## config.mk

```make
export PLATFORM = sky130hd
export DESIGN_NAME = spi_master
export DESIGN_NICKNAME = d
export VERILOG_FILES = /design/src/rtl/spi_master.sv
export SDC_FILE = /design/constraint.sdc
export NUM_CORES = 1
export LEC_CHECK = 0
export CAP_MARGIN = 30
export CORE_MARGIN = 4
export CORE_UTILIZATION = 28
export DETAILED_ROUTE_END_ITERATION = 12
export DONT_BUFFER_PORTS = 1
export PLACE_DENSITY = 0.47
export SETUP_SLACK_MARGIN = 0.02
export SLEW_MARGIN = 15
export SYNTH_ARGS = -nofsm -noshare
export SYNTH_HDL_FRONTEND = slang
export SYNTH_SLANG_ARGS = --single-unit
```

## constraint.sdc

```tcl
create_clock -name clk -period 3.2 [get_ports clk]
set_input_delay 0.48 -clock clk [delete_from_list [all_inputs] [get_ports clk]]
set_output_delay 0.48 -clock clk [all_outputs]
set_load 0.01 [all_outputs]
```

## src/rtl/spi_master.sv

```systemverilog
// spi_master: register-access SPI master. It sends a 24-bit frame, MSB first,
// in CPOL=1 / CPHA=1 mode: {rd, addr[6:0], wdata[15:0]}, with the data field
// sent as zeros on reads.
// The last 16 miso bits of every frame are presented on rdata, and done pulses
// once per frame.
// Optional build macro SPI_MASTER_MISO_SYNC_EN passes miso through a two-flop
// synchronizer before it is sampled; that build needs CLK_DIV >= 3. Frame
// timing is the same in both builds.
module spi_master #(
    parameter int CLK_DIV = 25
) (
    input  logic        clk,
    input  logic        rst_n,
    input  logic        start,
    input  logic        rd,
    input  logic [6:0]  addr,
    input  logic [15:0] wdata,
    output logic        busy,
    output logic        done,
    output logic [15:0] rdata,
    output logic        sck,
    output logic        mosi,
    input  logic        miso,
    output logic        cs
);

    typedef enum logic [2:0] {
        IDLE,
        SETUP,
        LOW,
        HIGH,
        HOLD,
        GAP
    } state_t;

    // SETUP runs one cycle longer than the other phases. Its first cycle is
    // the cs-assert cycle, which gives a busy time of 51*CLK_DIV+1.
    localparam logic [7:0] PHASE_LAST = 8'(CLK_DIV - 1);
    localparam logic [7:0] SETUP_LAST = 8'(CLK_DIV);

    state_t      state, state_nxt;
    logic [7:0]  cnt, cnt_nxt;
    logic [4:0]  bit_cnt, bit_cnt_nxt;
    logic [23:0] tx, tx_nxt;
    logic [23:0] rx, rx_nxt;
    logic        busy_nxt, done_nxt, sck_nxt, mosi_nxt, cs_nxt;
    logic [15:0] rdata_nxt;
    logic        miso_smp;

`ifdef SPI_MASTER_MISO_SYNC_EN
    logic miso_meta, miso_sync;

    // Two-flop synchronizer on miso. Its 2-cycle delay fits inside the
    // sck-low half period, so the sample point does not move.
    always_ff @(posedge clk or negedge rst_n) begin
        if (!rst_n) begin
            miso_meta <= 1'b0;
            miso_sync <= 1'b0;
        end else begin
            miso_meta <= miso;
            miso_sync <= miso_meta;
        end
    end

    assign miso_smp = miso_sync;
`else
    assign miso_smp = miso;
`endif

    // State register and all registered outputs.
    always_ff @(posedge clk or negedge rst_n) begin
        if (!rst_n) begin
            state   <= IDLE;
            cnt     <= 8'd0;
            bit_cnt <= 5'd0;
            tx      <= 24'h000000;
            rx      <= 24'h000000;
            busy    <= 1'b0;
            done    <= 1'b0;
            rdata   <= 16'h0000;
            sck     <= 1'b1;
            mosi    <= 1'b0;
            cs      <= 1'b1;
        end else begin
            state   <= state_nxt;
            cnt     <= cnt_nxt;
            bit_cnt <= bit_cnt_nxt;
            tx      <= tx_nxt;
            rx      <= rx_nxt;
            busy    <= busy_nxt;
            done    <= done_nxt;
            rdata   <= rdata_nxt;
            sck     <= sck_nxt;
            mosi    <= mosi_nxt;
            cs      <= cs_nxt;
        end
    end

    // Next-state logic. Output values are computed one cycle ahead, so each
    // output register matches the state it enters.
    always_comb begin
        state_nxt   = state;
        cnt_nxt     = cnt + 8'd1;
        bit_cnt_nxt = bit_cnt;
        tx_nxt      = tx;
        rx_nxt      = rx;
        busy_nxt    = busy;
        done_nxt    = 1'b0;
        rdata_nxt   = rdata;
        sck_nxt     = sck;
        mosi_nxt    = mosi;
        cs_nxt      = cs;

        case (state)
            IDLE: begin
                cnt_nxt = 8'd0;
                if (start) begin
                    state_nxt   = SETUP;
                    tx_nxt      = {rd, addr, (rd ? 16'h0000 : wdata)};
                    bit_cnt_nxt = 5'd0;
                    cs_nxt      = 1'b0;
                    busy_nxt    = 1'b1;
                    sck_nxt     = 1'b1;
                    mosi_nxt    = rd;
                end
            end

            SETUP: begin
                if (cnt == SETUP_LAST) begin
                    state_nxt = LOW;
                    cnt_nxt   = 8'd0;
                    sck_nxt   = 1'b0;
                end
            end

            LOW: begin
                if (cnt == PHASE_LAST) begin
                    state_nxt = HIGH;
                    cnt_nxt   = 8'd0;
                    sck_nxt   = 1'b1;
                end
            end

            HIGH: begin
                if (cnt == PHASE_LAST) begin
                    rx_nxt  = {rx[22:0], miso_smp};
                    cnt_nxt = 8'd0;
                    if (bit_cnt == 5'd23) begin
                        state_nxt = HOLD;
                    end else begin
                        // The falling sck edge and the next mosi bit leave together.
                        state_nxt   = LOW;
                        sck_nxt     = 1'b0;
                        tx_nxt      = {tx[22:0], 1'b0};
                        mosi_nxt    = tx[22];
                        bit_cnt_nxt = bit_cnt + 5'd1;
                    end
                end
            end

            HOLD: begin
                if (cnt == PHASE_LAST) begin
                    state_nxt = GAP;
                    cnt_nxt   = 8'd0;
                    cs_nxt    = 1'b1;
                    mosi_nxt  = 1'b0;
                    done_nxt  = 1'b1;
                    rdata_nxt = rx[15:0];
                end
            end

            GAP: begin
                if (cnt == PHASE_LAST) begin
                    state_nxt = IDLE;
                    cnt_nxt   = 8'd0;
                    busy_nxt  = 1'b0;
                end
            end

            default: begin
                state_nxt = IDLE;
                cnt_nxt   = 8'd0;
                busy_nxt  = 1'b0;
                cs_nxt    = 1'b1;
                sck_nxt   = 1'b1;
            end
        endcase
    end

endmodule

```

Word level (Yosys, flattened, before mapping)
Cells that the tools add are included.
{"block": "op_classes", "bitwise": 3, "n_reduce_logical": 15, "muxes": 36, "eq_ne": 15, "addsub": 2}
{"operator": "23-bit two-way mux", "count": 3}
{"operator": "23-bit one-hot mux with 2 select lines", "count": 1}
{"operator": "3-bit two-way mux", "count": 7}
{"operator": "3-bit one-hot mux with 6 select lines", "count": 1}
{"operator": "8-bit by 5-bit == test with 1-bit output (second input constant)", "count": 2}
{"operator": "16-bit two-way mux", "count": 1}
{"operator": "8-bit two-way mux", "count": 2}
{"operator": "8-bit one-hot mux with 2 select lines", "count": 1}
{"operator": "5-bit two-way mux", "count": 3}
{"operator": "2-bit inequality test (second input constant)", "count": 7}
{"operator": "1-bit two-way mux", "count": 12}
{"operator": "6-bit AND reduction", "count": 2}
{"operator": "4-bit OR reduction", "count": 3}
{"operator": "5-bit one-hot mux with 2 select lines", "count": 1}
{"operator": "1-bit one-hot mux with 3 select lines", "count": 3}
{"operator": "8-bit by 1-bit adder with 8-bit output (second input constant)", "count": 1}
{"operator": "3-bit by 2-bit == test with 1-bit output (second input constant)", "count": 2}
{"operator": "3-bit == test (second input constant)", "count": 2}
{"operator": "3-bit AND reduction", "count": 2}
{"operator": "5-bit by 1-bit adder with 5-bit output (second input constant)", "count": 1}
{"operator": "5-bit == test (second input constant)", "count": 1}
{"operator": "1-bit one-hot mux with 5 select lines", "count": 1}
{"operator": "5-bit AND reduction", "count": 1}
{"operator": "2-bit AND reduction", "count": 2}
{"operator": "other kinds (7)", "count": 9}
{"block": "word_totals", "elab_cells": 82, "input_bits": 28, "reg_bits": 76}

Longest topological paths before layout
Gate-level depths: netlist of the first run.
{"block": "depth", "word_depth": 4, "ltp_mapped": 8, "mapped_depth_nobuf": 6}

Worst setup path after synthesis of the first run
OpenSTA, ideal clock, no wires.
{"block": "synth_path", "path_type": "register to register", "start": "register cnt[0]", "end": "register rdata[10]", "slack_ns": 1.293, "synth_period_minus_slack_ns": 1.907, "arrival_ns": 1.782, "t_required_ns": 3.075, "path_stages_with_launch": 9, "setup_time_ns": 0.125, "cell_sequence": "dfrtp_1 > inv_1 > ha_1 > nor3b_2 > and2_4 > buf_6 > nand3_4 > buf_6 > mux2_4"}
{"block": "synth_between", "elab_chain_len": 2}
{"item": "start: declaration", "line": "42", "source": "logic [7:0] cnt, cnt_nxt;"}
{"item": "start signal: assignment", "line": "86", "source": "cnt <= cnt_nxt;"}
{"item": "8-bit by 5-bit == test with 1-bit output", "line": "162", "source": "if (cnt == PHASE_LAST) begin"}
{"item": "2-bit AND reduction (no line)"}
{"item": "end signal: assignment", "line": "92", "source": "rdata <= rdata_nxt;"}
{"item": "end: declaration", "line": "20", "source": "output logic [15:0] rdata,"}
No other way between the ends.
A chain may end at the register's enable or synchronous reset.

Worst setup path in the final report of the first run
{"block": "layout_path", "start": "register cnt[0]", "end": "register rdata[13]"}
Same word-level chain as after synthesis.

==> flow_summary.ini, run 1 <==
[status]
run_status = finished clean

[layout]
fillers = 1355
register_area_um2 = 1900
area_delta_synth_final_pct = 12.6
nNetsFinal = 343
drive_gt1_share_pct = 21.0
multi_input_area_um2 = 1580

[min_path]
holdCritPathClass = input pin to asynchronous set/reset pin

[synthesis]
ys_warn_count = 0
synth.distinct_cells = 49
synth_nets = 345
async_reset_ff_share_pct = 100
synth_edf_count = 0
seq_area_frac_synth_pct = 52.1
syn_inst = 311
synth_ff_type = dfrtp_1
avgSynthCellArea_um2 = 11.8
synth_seq_cells = 76
netlist_area_um2 = 3650

[power_and_ir_drop]
p_sw_share_pct = 20.5
p_switching_uw = 407
clock_power_share_pct = 48.3
power.density_nw_per_um2 = 483
power_frac_comb_pct = 2.6
internal_power_uw = 1580
power_leakage_uw = 0.00199
peakVddDrop_mv = 0.272
power.total_uw = 1990
p_seq_share_pct = 49.2

[worst_setup_path]
worst-path-stages = 6
regToRegStartpoint = cnt[0]
rrSetupSlack_ns = 1.06
rr_endpoint = rdata[13]
path_cells = inv_1 -> ha_1 -> nor3b_2 -> and2_4 -> nand3_4 -> mux2_4
crit_family = simple AND/OR/NAND/NOR gates
worst-path-max-fanout = 17
ff2ff_path_depth = 6
arrival_ns = 2.35
endpoint_kind = flop
cp.buffers_inverters = 1
cp.required_ns = 3.41
cpMaxStageDelayCell = dfrtp_1
cpPeakStageDelay_ns = 0.46
critPathKind = flop to flop
start_kind = flop

[die]
dieArea_um2 = 14900
dieWidth_um = 122
core_region_area_um2 = 12700
rows = 41
initial_core_util_pct = 28.7
ioPinCount = 49
die_h_um = 122

[clocking]
htree_levels = 3
clk_pin_slew_worst_paths_ns = 0.06
clock_latency_ns = 0.33
cts_tree = yes
clockRootBuffer = clkbuf_16
clockBufferDepth = 2
post-cts-setup-buffers = 0
clock_sinks = 76
ctsResizeCount = 0
cts_buffers = 9

[routing]
via_per_inst = 4.63
vias = 2256
finalWirelength_um = 6980
drtIter0Drc = 92
detailedRoute.firstPassIterationCount = 4
drc = 0
antenna_left = 0
wire_per_inst_um = 14.3

[placed_design]
dp_hpwl_um = 4470
port_buffers = 0
place_congestion = 0.760
post-place-ws_ns = 1.06

[global_routing]
grt_max_degree = 77
grt_pass1_wl_um = 11700
grt_pass1_vias = 2355
grt.overflow.total = 0
grt_use_total_pct = 10.0
antenna_found_initial = 1

[flow_run]
drv_cap = 0

[sta]
tightestPinTransition_ns = 0.595
timing.final.ws_setup_ns = 1.06
post-route-min-period_ns = 2.14
clock.fmax_ghz = 0.468
fin_hold_ws_ns = 0.0471
hold_viol_final = 0
fin_tns_setup_ns = 0
finalMaxSlewViolations = 0
rsz0062_at_grt = no
finClkSkew_ns = 0.00623
setup_viol = 0
post-route-period-util_pct = 66.7
slew_headroom_pct = 59.9
-- power groups by stage --
stage	sequential (uW)	clock (uW)	combinational, uW
after CTS	978	1010	54.0
final	978	960	51.2
after floorplan	994	0	29.1
after global routing	979	1040	61.0
after detailed placement	995	0	29.8
after global placement	995	0	29.0
-- logic make-up after synthesis --
group	share of synthesized area (%)
muxes	18.2
xor gates and xnor gates	1.92
AOI/OAI and AO/OA	7.98
adders and majority gates	2.05
and+or+nand+nor	13.0
DFF	52.1
buffers and inverters	4.66
-- synth_stat cells (all sizes together) (3+ instances only) --
master / number / share of area (%)
a21oi: 17 / 2.3
and3: 3 / 0.51
buf: 9 / 1.7
clkbuf: 8 / 0.82
dfrtp: 74 / 51
ha: 6 / 2.1
inv: 21 / 2.2
mux2: 42 / 14
mux2i: 16 / 4.4
nand2: 24 / 2.5
nand3: 11 / 2.0
nor2: 12 / 1.2
nor2b: 3 / 0.51
nor3: 4 / 0.55
nor3b: 17 / 3.6
o21ai: 5 / 0.68
o22a: 3 / 0.72
o22ai: 3 / 0.51
xnor2: 3 / 0.72
xor2: 5 / 1.2
-- registers in the layout, indices dropped and copies added, names as in the netlist --
register,flops
cs,1
bit_cnt,5
done,1
rdata,16
rx,16
mosi,1
state,3
cnt,8
tx,23
sck,1
busy,1
-- repair_timing --
item / CTS / global route
endpoints found under the hold margin: 76 / 0
hold buffers: 1 / 0
endpoints found under the setup margin: 0 / 0
-- worst max path at each step --
| stage | start | to | slack [ns] |
|---|---|---|---|
| 3_3_place_gp | cnt[0] | rdata[14] | 1.05 |
| 4_1_cts | cnt[0] | rdata[13] | 1.05 |
| 6_report | cnt[0] | rdata[13] | 1.06 |
| 5_1_grt | cnt[0] | tx[6] | 0.92 |
| 3_5_place_dp | state[2] | mosi | 1.06 |
| 2_1_floorplan | cnt[0] | rdata[10] | 1.29 |
-- per-stage QoR --
stage / std cells / instance area (um2) / utilization (%)
after CTS: 486 / 4110 / 32.3
after detailed placement: 469 / 3800 / 29.9
final: 487 / 4110 / 32.3
after global placement: 469 / 3800 / 29.9
after global routing: 487 / 4110 / 32.3
after floorplan: 311 / 3650 / -
-- cell type report --
class	count	area share, %
inverters	21	1.92
multi-input cells	197	38.4
well taps	172	5.23
flip-flops and latches	76	46.3
diodes	1	0.0608
repair buffers	4	1.22
clock inverters	1	0.122
clock buffers	15	6.75
-- cell usage in the layout (no fill, tap or decap), types with 2 or more instances in the layout --
cell	synthesis	final
dfrtp_1	74	74
mux2_2	31	31
nand2_1	24	24
inv_1	21	21
a21oi_1	17	17
mux2i_1	16	16
nor3b_1	16	16
nor2_1	12	12
nand3_1	9	9
mux2_4	9	9
clkbuf_16	0	9
ha_1	6	6
xor2_1	5	5
o21ai_0	5	5
nor3_1	4	4
nor2b_1	3	3
xnor2_1	3	3
and3_1	3	3
o22ai_1	3	3
o22a_1	3	3
clkbuf_8	0	3
clkbuf_1	8	3
buf_4	2	3
a31oi_1	2	2
mux2_1	2	2
nor4_1	2	2
o41ai_1	2	2
dfstp_2	2	2
-- worst register-to-register path, cell delays in order, from the launching register on --
cell,delay [ns]
dfrtp_1,0.46
inv_1,0.09
ha_1,0.15
nor3b_2,0.35
and2_4,0.29
nand3_4,0.27
mux2_4,0.41
-- layer usage --
metal / part of all wire, % / global-route usage, % / vias to the layer above / wire [um]
met3: 6.5 / 4.56 / 11 / 456
met2: 46 / 15.7 / 56 / 3240
met5: 0 / 0 / - / 0
met1: 45 / 12.1 / 1108 / 3160
met4: 1.9 / 3.71 / 0 / 132
li1: - / - / 1081 / -
(Power assumes the default switching activity.)
==> inputs of run 2 (changes only) <==
==> constraint.sdc (replaced) <==
create_clock -name clk -period 2 [get_ports clk]
set_input_delay 0.3 -clock clk [delete_from_list [all_inputs] [get_ports clk]]
set_output_delay 0.3 -clock clk [all_outputs]
set_load 0.01 [all_outputs]
==> run 2 against run 1 <==
The flow now finishes with violations (negative hold slack). Cell area increased by 3.7%. Count of clock-buffer cells in the layout decreased by 6. Via count up 1.2%. Clock skew decreased by 0.0010 ns. Total power rose by 70%. Die area unchanged. Global-route usage grew 0.40 points. Combinational power shrank 6.8%. Core utilization rose by 1.2 points. Non-clock buffer count up 15. Largest power group is now the clock network.
==> flow_summary.ini, run 2 (synthesis gave the netlist of run 1 again) <==
[sta]
finClkSkew_ns = 0.00523
setup_viol = 0
fin_tns_setup_ns = 0
slew_headroom_pct = 72.1
tightestPinTransition_ns = 0.418
post-route-period-util_pct = 91.6
hold_viol_final = 76
rsz0062_at_grt = no
clock.fmax_ghz = 0.546
post-route-min-period_ns = 1.83
fin_hold_ws_ns = -0.351
finalMaxSlewViolations = 0

[routing]
drc = 0
detailedRoute.firstPassIterationCount = 3
finalWirelength_um = 7070
drtIter0Drc = 50
wire_per_inst_um = 14.1
via_per_inst = 4.55
vias = 2282
antenna_left = 0

[worst_setup_path]
cpMaxStageDelayCell = dfrtp_1
path_cells = inv_1 -> ha_1 -> nor3b_4 -> buf_4 -> nand3_1 -> a211oi_1 -> mux2_2
ff2ff_path_depth = 7
worst-path-max-fanout = 3
cpPeakStageDelay_ns = 0.38
start_kind = flop
endpoint_kind = flop
critPathLaunch = cnt[0]
cp.required_ns = 2.23
regToRegStartpoint = cnt[0]
arrival_ns = 2.06
critPathKind = flop to flop

[min_path]
holdCritPathClass = input pin to asynchronous set/reset pin

[layout]
largest_reg_flops = 23
antennaDiodeCount = 0
layout_common_cells = dfrtp_1, mux2_2, nand2_1
regMostFlops = tx
nNetsFinal = 358
drive_gt1_share_pct = 25.5
final_common_cell = dfrtp_1
area_delta_synth_final_pct = 16.7
top_regs = tx: 23 flops, rdata: 16 flops, rx: 16 flops
final_cells = 501
final_util_pct = 33.5

[clocking]
htree_levels = 3
cts_buffers = 9
clockRootBuffer = clkbuf_16
clk_pin_slew_worst_paths_ns = 0.06
clock_sinks = 76
cts_tree = yes
clockBufferDepth = 2
clock_latency_ns = 0.34

[placed_design]
dp_hpwl_um = 4610
port_buffers = 0
placed_cells_incl_taps = 482
place_congestion = 0.786

[flow_run]
drv_cap = 0

[power_and_ir_drop]
p_sw_share_pct = 20.9
clock_power_share_pct = 52.4
power.total_uw = 3390
p_seq_share_pct = 46.1
power_frac_comb_pct = 1.4
p_switching_uw = 708
power.density_nw_per_um2 = 795
internal_power_uw = 2680
power_leakage_uw = 0.00206
peakVddDrop_mv = 0.479

[global_routing]
grt_pass1_vias = 2444
antenna_found_initial = 0
grt.overflow.total = 0
grt_use_total_pct = 10.4
grt_max_degree = 77
grt_pass1_wl_um = 12000

[die]
core_region_area_um2 = 12700
dieArea_um2 = 14900
die_h_um = 122
rows = 41
ioPinCount = 49
initial_core_util_pct = 28.7
dieWidth_um = 122

[status]
violations = negative hold slack
run_status = finished with violations
-- run 2: path summary, 6_finish.rpt --
kind,endpoint,slack (ns)
setup reg to reg,mosi,0.17
hold / removal,state[0],-0.35
max in group asynchronous,sck,2.13
hold reg to reg,rdata[15],0.50
setup / recovery,mosi,0.17
min in group clk,rx[0],0.11
-- run 2: per-layer routing --
layer,global-route usage [%],share of wire (%),up-vias
met5,0,0,-
li1,-,-,1107
met3,4.70,5.7,9
met2,15.8,46,47
met1,12.9,46,1119
met4,4.20,1.7,0
-- run 2: layout make-up --
class / instances / area, um2
Multi-Input combinational cell: 197 / 1590
Tap cell: 172 / 215
Fill cell: 1317 / 8460
Sequential cell: 76 / 1900
Inverter: 21 / 78.8
Clock buffer: 9 / 225
Clock inverter: 7 / 100
Timing Repair Buffer: 19 / 155
-- run 2: through the flow --
step / worst slack, ns / instance area (um2)
after CTS: 0.0870 / 4240
after detailed placement: 0.0298 / 3900
after global routing: 0.0326 / 4270
after global placement: 0.0899 / 3900
after floorplan: 0.0932 / 3650
final: 0.167 / 4270
-- run 2: power groups by stage --
stage	clock network, uW	logic (uW)	registers (uW)
finish	1780	47.7	1560
global route	1910	56.5	1570
CTS	1850	48.6	1560
detailed placement	0	48.6	1590
global placement	0	48.0	1590
floorplan	0	46.6	1590
-- run 2: critical path, delay by kind of cell, from the launching register on --
kind | cells | cell delay [ns]
AOI/OAI and AO/OA | 1 | 0.28
muxes | 1 | 0.37
adders and majority gates | 1 | 0.16
DFF | 1 | 0.38
and+or+nand+nor | 2 | 0.31
buffers and inverters | 2 | 0.23
-- run 2: repair_timing --
item                                   in CTS  in global routing
setup endpoints to repair                   1                 17
gates resized for setup                     0                  1
endpoints found under the hold margin      76                 76
pin swaps                                   1                  1
cloned                                      0                  0
buffers inserted                            2                  1
==> inputs of run 3 (changes only) <==
--- a/config.mk
+++ b/config.mk
@@ -6,7 +6,6 @@
 export NUM_CORES = 1
 export LEC_CHECK = 0
 export CAP_MARGIN = 30
-export CORE_MARGIN = 4
 export CORE_UTILIZATION = 28
 export DETAILED_ROUTE_END_ITERATION = 12
 export DONT_BUFFER_PORTS = 1
==> run 3 against run 2 <==
The run still ends with negative hold slack left. Via count grew 3.5%. Non-clock buffer count grew 6. Die area is 9.6% lower. Critical path depth is the same. Worst setup slack improved by 0.061 ns. Sequential share of layout area down 0.52 points. Register-to-register slack better by 0.06 ns. Sequential power about the same. Clock power fell by 5%. Flip-flop and latch count did not move. First-iteration DRC count increased by 22%. Routed wire length is 3.8% higher. Critical path type unchanged. Critical endpoint unchanged. Largest power group unchanged. Highest routed layer unchanged.
==> flow_summary.ini, run 3 (synthesis gave the netlist of run 1 again) <==
[status]
run_status = finished with violations
violations = negative hold slack

[clocking]
clk_pin_slew_worst_paths_ns = 0.07
cts_tree = yes
htree_levels = 3
cts_buffers = 9
clockRootBuffer = clkbuf_16
clock_latency_ns = 0.33
clock_sinks = 76
clockBufferDepth = 2

[layout]
largest_reg_flops = 23
fillers = 1277
area_delta_synth_final_pct = 18.1
top_regs = tx: 23 flops, rdata: 16 flops, rx: 16 flops
final_cells = 507
antennaDiodeCount = 0
multi_input_area_um2 = 1600
nNetsFinal = 364
register_area_um2 = 1900
final_common_cell = dfrtp_1
layout_common_cells = dfrtp_1, mux2_2, nand2_1
drive_gt1_share_pct = 27.2
final_cell_area_um2 = 4320
regMostFlops = tx

[worst_setup_path]
cp.required_ns = 2.22
critPathKind = flop to flop
worst-path-max-fanout = 4
regToRegStartpoint = cnt[1]
arrival_ns = 1.99
endpoint_kind = flop
critPathLaunch = cnt[1]
start_kind = flop

[routing]
antenna_left = 0
finalWirelength_um = 7330
vias = 2363
via_per_inst = 4.66
drc = 0
drtIter0Drc = 61
wire_per_inst_um = 14.5
detailedRoute.firstPassIterationCount = 6

[power_and_ir_drop]
clock_power_share_pct = 51.2
p_seq_share_pct = 47.3
internal_power_uw = 2570
peakVddDrop_mv = 0.458
p_sw_share_pct = 22.2
power.density_nw_per_um2 = 766
p_switching_uw = 736
power_leakage_uw = 0.00210
power_frac_comb_pct = 1.5

[sta]
finClkSkew_ns = 0.00671
setup_viol = 0
timing.final.ws_setup_ns = 0.228
hold_viol_final = 76
rsz0062_at_grt = no
clock.fmax_ghz = 0.564
post-route-period-util_pct = 88.6
slew_headroom_pct = 65.8
post-route-min-period_ns = 1.77
fin_tns_setup_ns = 0
finalMaxSlewViolations = 0
tightestPinTransition_ns = 0.511
fin_hold_ws_ns = -0.339

[placed_design]
port_buffers = 0
placed_cells_incl_taps = 487
dpl_cell_area_um2 = 3940
dp_hpwl_um = 4810
place_congestion = 0.777
post-place-ws_ns = 0.119

[die]
initial_core_util_pct = 28.8
dieArea_um2 = 13500
ioPinCount = 49
die_h_um = 116
dieWidth_um = 116
rows = 41
core_region_area_um2 = 12700

[global_routing]
top_usage_layer = met2
antenna_found_initial = 0
grtUsageMet2_pct = 18.7
grt.overflow.total = 0
grt_use_total_pct = 12.2
grt_pass1_wl_um = 12700
grtUsageMet1_pct = 16.2
use_met3_pct = 4.00
grt_max_degree = 77
grt_pass1_vias = 2483

[flow_run]
drv_cap = 0

[min_path]
holdCritPathClass = input pin to asynchronous set/reset pin
==> run 3: cell types whose count changed in the layout (fill, tap and decap cells not counted), sizes merged <==
cell,previous run,this run
buf,19,25
inv,22,25
bufinv,2,1
clkinv,1,0
clkinvlp,3,2
==> run 3: through the flow <==
step | utilization, % | hold WS (ns) | power (uW)
6_report | 34.1 | -0.339 | 3310
5_1_grt | 34.1 | -0.364 | 3440
4_1_cts | 33.5 | -0.354 | 3350
3_5_place_dp | 31.1 | 0.00918 | 1640
3_3_place_gp | 31.1 | 0.00901 | 1640
2_1_floorplan | - | 0.00441 | 1640
==> run 3: worst paths after layout <==
path                       slack [ns]  cells past startpoint  endpoint
max reg2reg                      0.23                      7      mosi
max in group asynchronous        2.11                      0       sck
min                             -0.34                      0  rdata[6]
min reg2reg                      0.50                      1    tx[16]
max                              0.23                      7      mosi
min in group clk                 0.11                      1     rx[0]
==> run 3: worst max-delay path, stage by stage, from the launching register on <==
cell and delay [ns]:
dfrtp_1 0.37, inv_1 0.07, ha_1 0.15, nor3b_2 0.21
buf_4 0.16, a31oi_1 0.12, a211oi_2 0.21, mux2_2 0.36
==> run 3: power groups by stage <==
| stage | logic [uW] | clock network [uW] | registers (uW) |
|---|---|---|---|
| after floorplan | 46.6 | 0 | 1590 |
| after global placement | 48.8 | 0 | 1590 |
| after detailed placement | 49.2 | 0 | 1590 |
| after CTS | 49.2 | 1740 | 1560 |
| after global routing | 56.7 | 1820 | 1570 |
| final | 48.4 | 1690 | 1560 |
==> run 3: layout make-up <==
class,count,share of cell area [%]
clock inverter,7,1.91
clock buffer,9,5.22
inverter,21,1.83
multi-input combinational,197,37.0
sequential,76,44.1
tap,172,4.99
timing repair buffer,25,4.93
==> run 3: layer usage <==
layer,wire length (um),part of all wire [%],vias to the layer above
met3,375,5.1,8
met1,3510,48,1172
met5,0,0,-
met4,98,1.3,0
li1,-,-,1131
met2,3340,46,52
==> run 3: repair_timing <==
item / 4_1_cts / 5_1_grt
resized for setup: 0 / 2
endpoints found under the hold margin: 76 / 76
buffers inserted: 0 / 4
endpoints found under the setup margin: 0 / 30
==> RTL change (flow settings as in run 3) <==
Add a define of `SPI_MASTER_MISO_SYNC_EN`.
--- a/src/rtl/spi_master.sv
+++ b/src/rtl/spi_master.sv
@@ -6,6 +6,8 @@
 // Optional build macro SPI_MASTER_MISO_SYNC_EN passes miso through a two-flop
 // synchronizer before it is sampled; that build needs CLK_DIV >= 3. Frame
 // timing is the same in both builds.
+`define SPI_MASTER_MISO_SYNC_EN
+
 module spi_master #(
     parameter int CLK_DIV = 25
 ) (
Check against the original RTL: same outputs for any inputs over 10 cycles, from zero or initial values and one cycle with rst_n low; that may be too few to reach the edited logic, so the function may still have changed.
==> RTL change against run 3 <==
  * The flow still finishes with violations (hold timing)
  * Wire length down 5.3%
  * Total power increased by 0.58%
  * Sequential cell count increased by 2
  * Synthesized area decreased by 2.1%
  * Count of clock-buffer cells in the layout grew 1
  * Setup slack got worse by 0.11 ns
  * Cell area is 4.7% lower
  * Die area decreased by 2.1%
  * Non-clock buffer count is 14 lower
  * Critical endpoint is now bit_cnt[3]$_DFFE_PN0P_
==> RTL change: results (changes against run 3) <==
Post-synth top cells dfrtp_1, nand2_1, o21ai_0, mux2_2, a21oi_1 (was dfrtp_1, mux2_2, nand2_1, inv_1, a21oi_1); power share of the sequential group 48.5% (was 47.3%); GRT met1 Usage 14.7% (was 16.2%); R2R Setup Slk 0.12 ns (was 0.23 ns); RR Endpoint bit_cnt[3]$_DFFE_PN0P_ (was mosi$_DFFE_PN0P_); Final Hold Fails 78 (was 76); r2r startpoint state[0]$_DFFE_PN0P_ (was cnt[1]$_DFF_PN0_); cells on worst reg2reg path 4 (was 7); critical path arrival 2.16 ns (was 1.99 ns); met3 WL post-DR 391 um (was 375 um); clock buf count 10 (was 9); 1st-pass router iterations 4 (was 6); pin count of the biggest net entering global routing 79 (was 77); vias 2,269 (was 2,363); hold slack final -0.348 ns (was -0.339 ns); Pleak 0.00188 uW (was 0.00210 uW); status complete, but fails checks (unchanged); Layout clock area frac 7.48% (was 7.13%); fillers 1,231 (was 1,277); max_slew headroom 70.3% (was 65.8%); switch share 20.8% (was 22.2%); initial antenna violation count 0 (unchanged); Nets 346 (was 364); Seq/Total Area, Yosys 54.6% (was 52.1%); met1 WL 3240 um (was 3510 um); metal2 WL 3160 um (was 3340 um); synthesized net count 343 (was 345); gpl congestion 0.723 (was 0.777); Clock Skew 0.00483 ns (was 0.00671 ns); hpwl dp 4540 um (was 4810 um); library cells used by synthesis 49 (unchanged); IR drop worst, VDD 0.366 mV (was 0.458 mV); met3 GRT Util 4.69% (was 4.00%); Crit. Startpoint state[0]$_DFFE_PN0P_ (was cnt[1]$_DFF_PN0_); Multi-In Gates 207 (was 197); first-pass GRT wire length 11,700 um (was 12,700 um); gr usage total 11.6% (was 12.2%); multi-input logic area 1510 um2 (was 1600 um2); top cells by area, synth dfrtp_1, mux2_2, o21ai_0 (was dfrtp_1, mux2_2, mux2i_1); violations in the final reports hold timing (unchanged); clk root buf clkbuf_16 (unchanged); flops & latches, synth 78 (was 76); Inverters, non-clock 6 (was 21); number of non-clock buffers 11 (was 25); drt total wl 6940 um (was 7330 um); crit path kind reg -> reg (unchanged); signal buffers share of area 2.68% (was 4.93%); met2 global-route usage 17.1% (was 18.7%)
RTL change: kinds of logic after synthesis:
logic type	after synthesis	share of synthesized area (%)
and+or+nand+nor	87	13.7
DFF	78	54.6
AOI/OAI and AO/OA	67	11.1
muxes	40	13.3
buffers and inverters	25	3.53
xor gates and xnor gates	8	1.96
adders and majority gates	5	1.75
RTL change: critical path: stages (launching register included):
cell,delay (ns)
dfrtp_1,0.58
and3b_1,0.36
nand3_1,0.23
or4_1,0.56
nand2_1,0.08
RTL change: timing repair:
action	CTS	global route
endpoints found under the setup margin	0	16
buffers inserted	0	1
endpoints found under the hold margin	79	78
RTL change: metrics by stage:
step                      util, %  instances  area [um2]  worst slack [ns]  total power [uW]
after global placement       30.9        468        3770             0.104              1690
final                        33.7        486        4110             0.121              3330
after global routing         33.7        486        4110            0.0307              3480
after CTS                    33.5        485        4090            0.0402              3390
after floorplan                 -        310        3580             0.256              1680
after detailed placement     30.9        468        3770            0.0531              1690
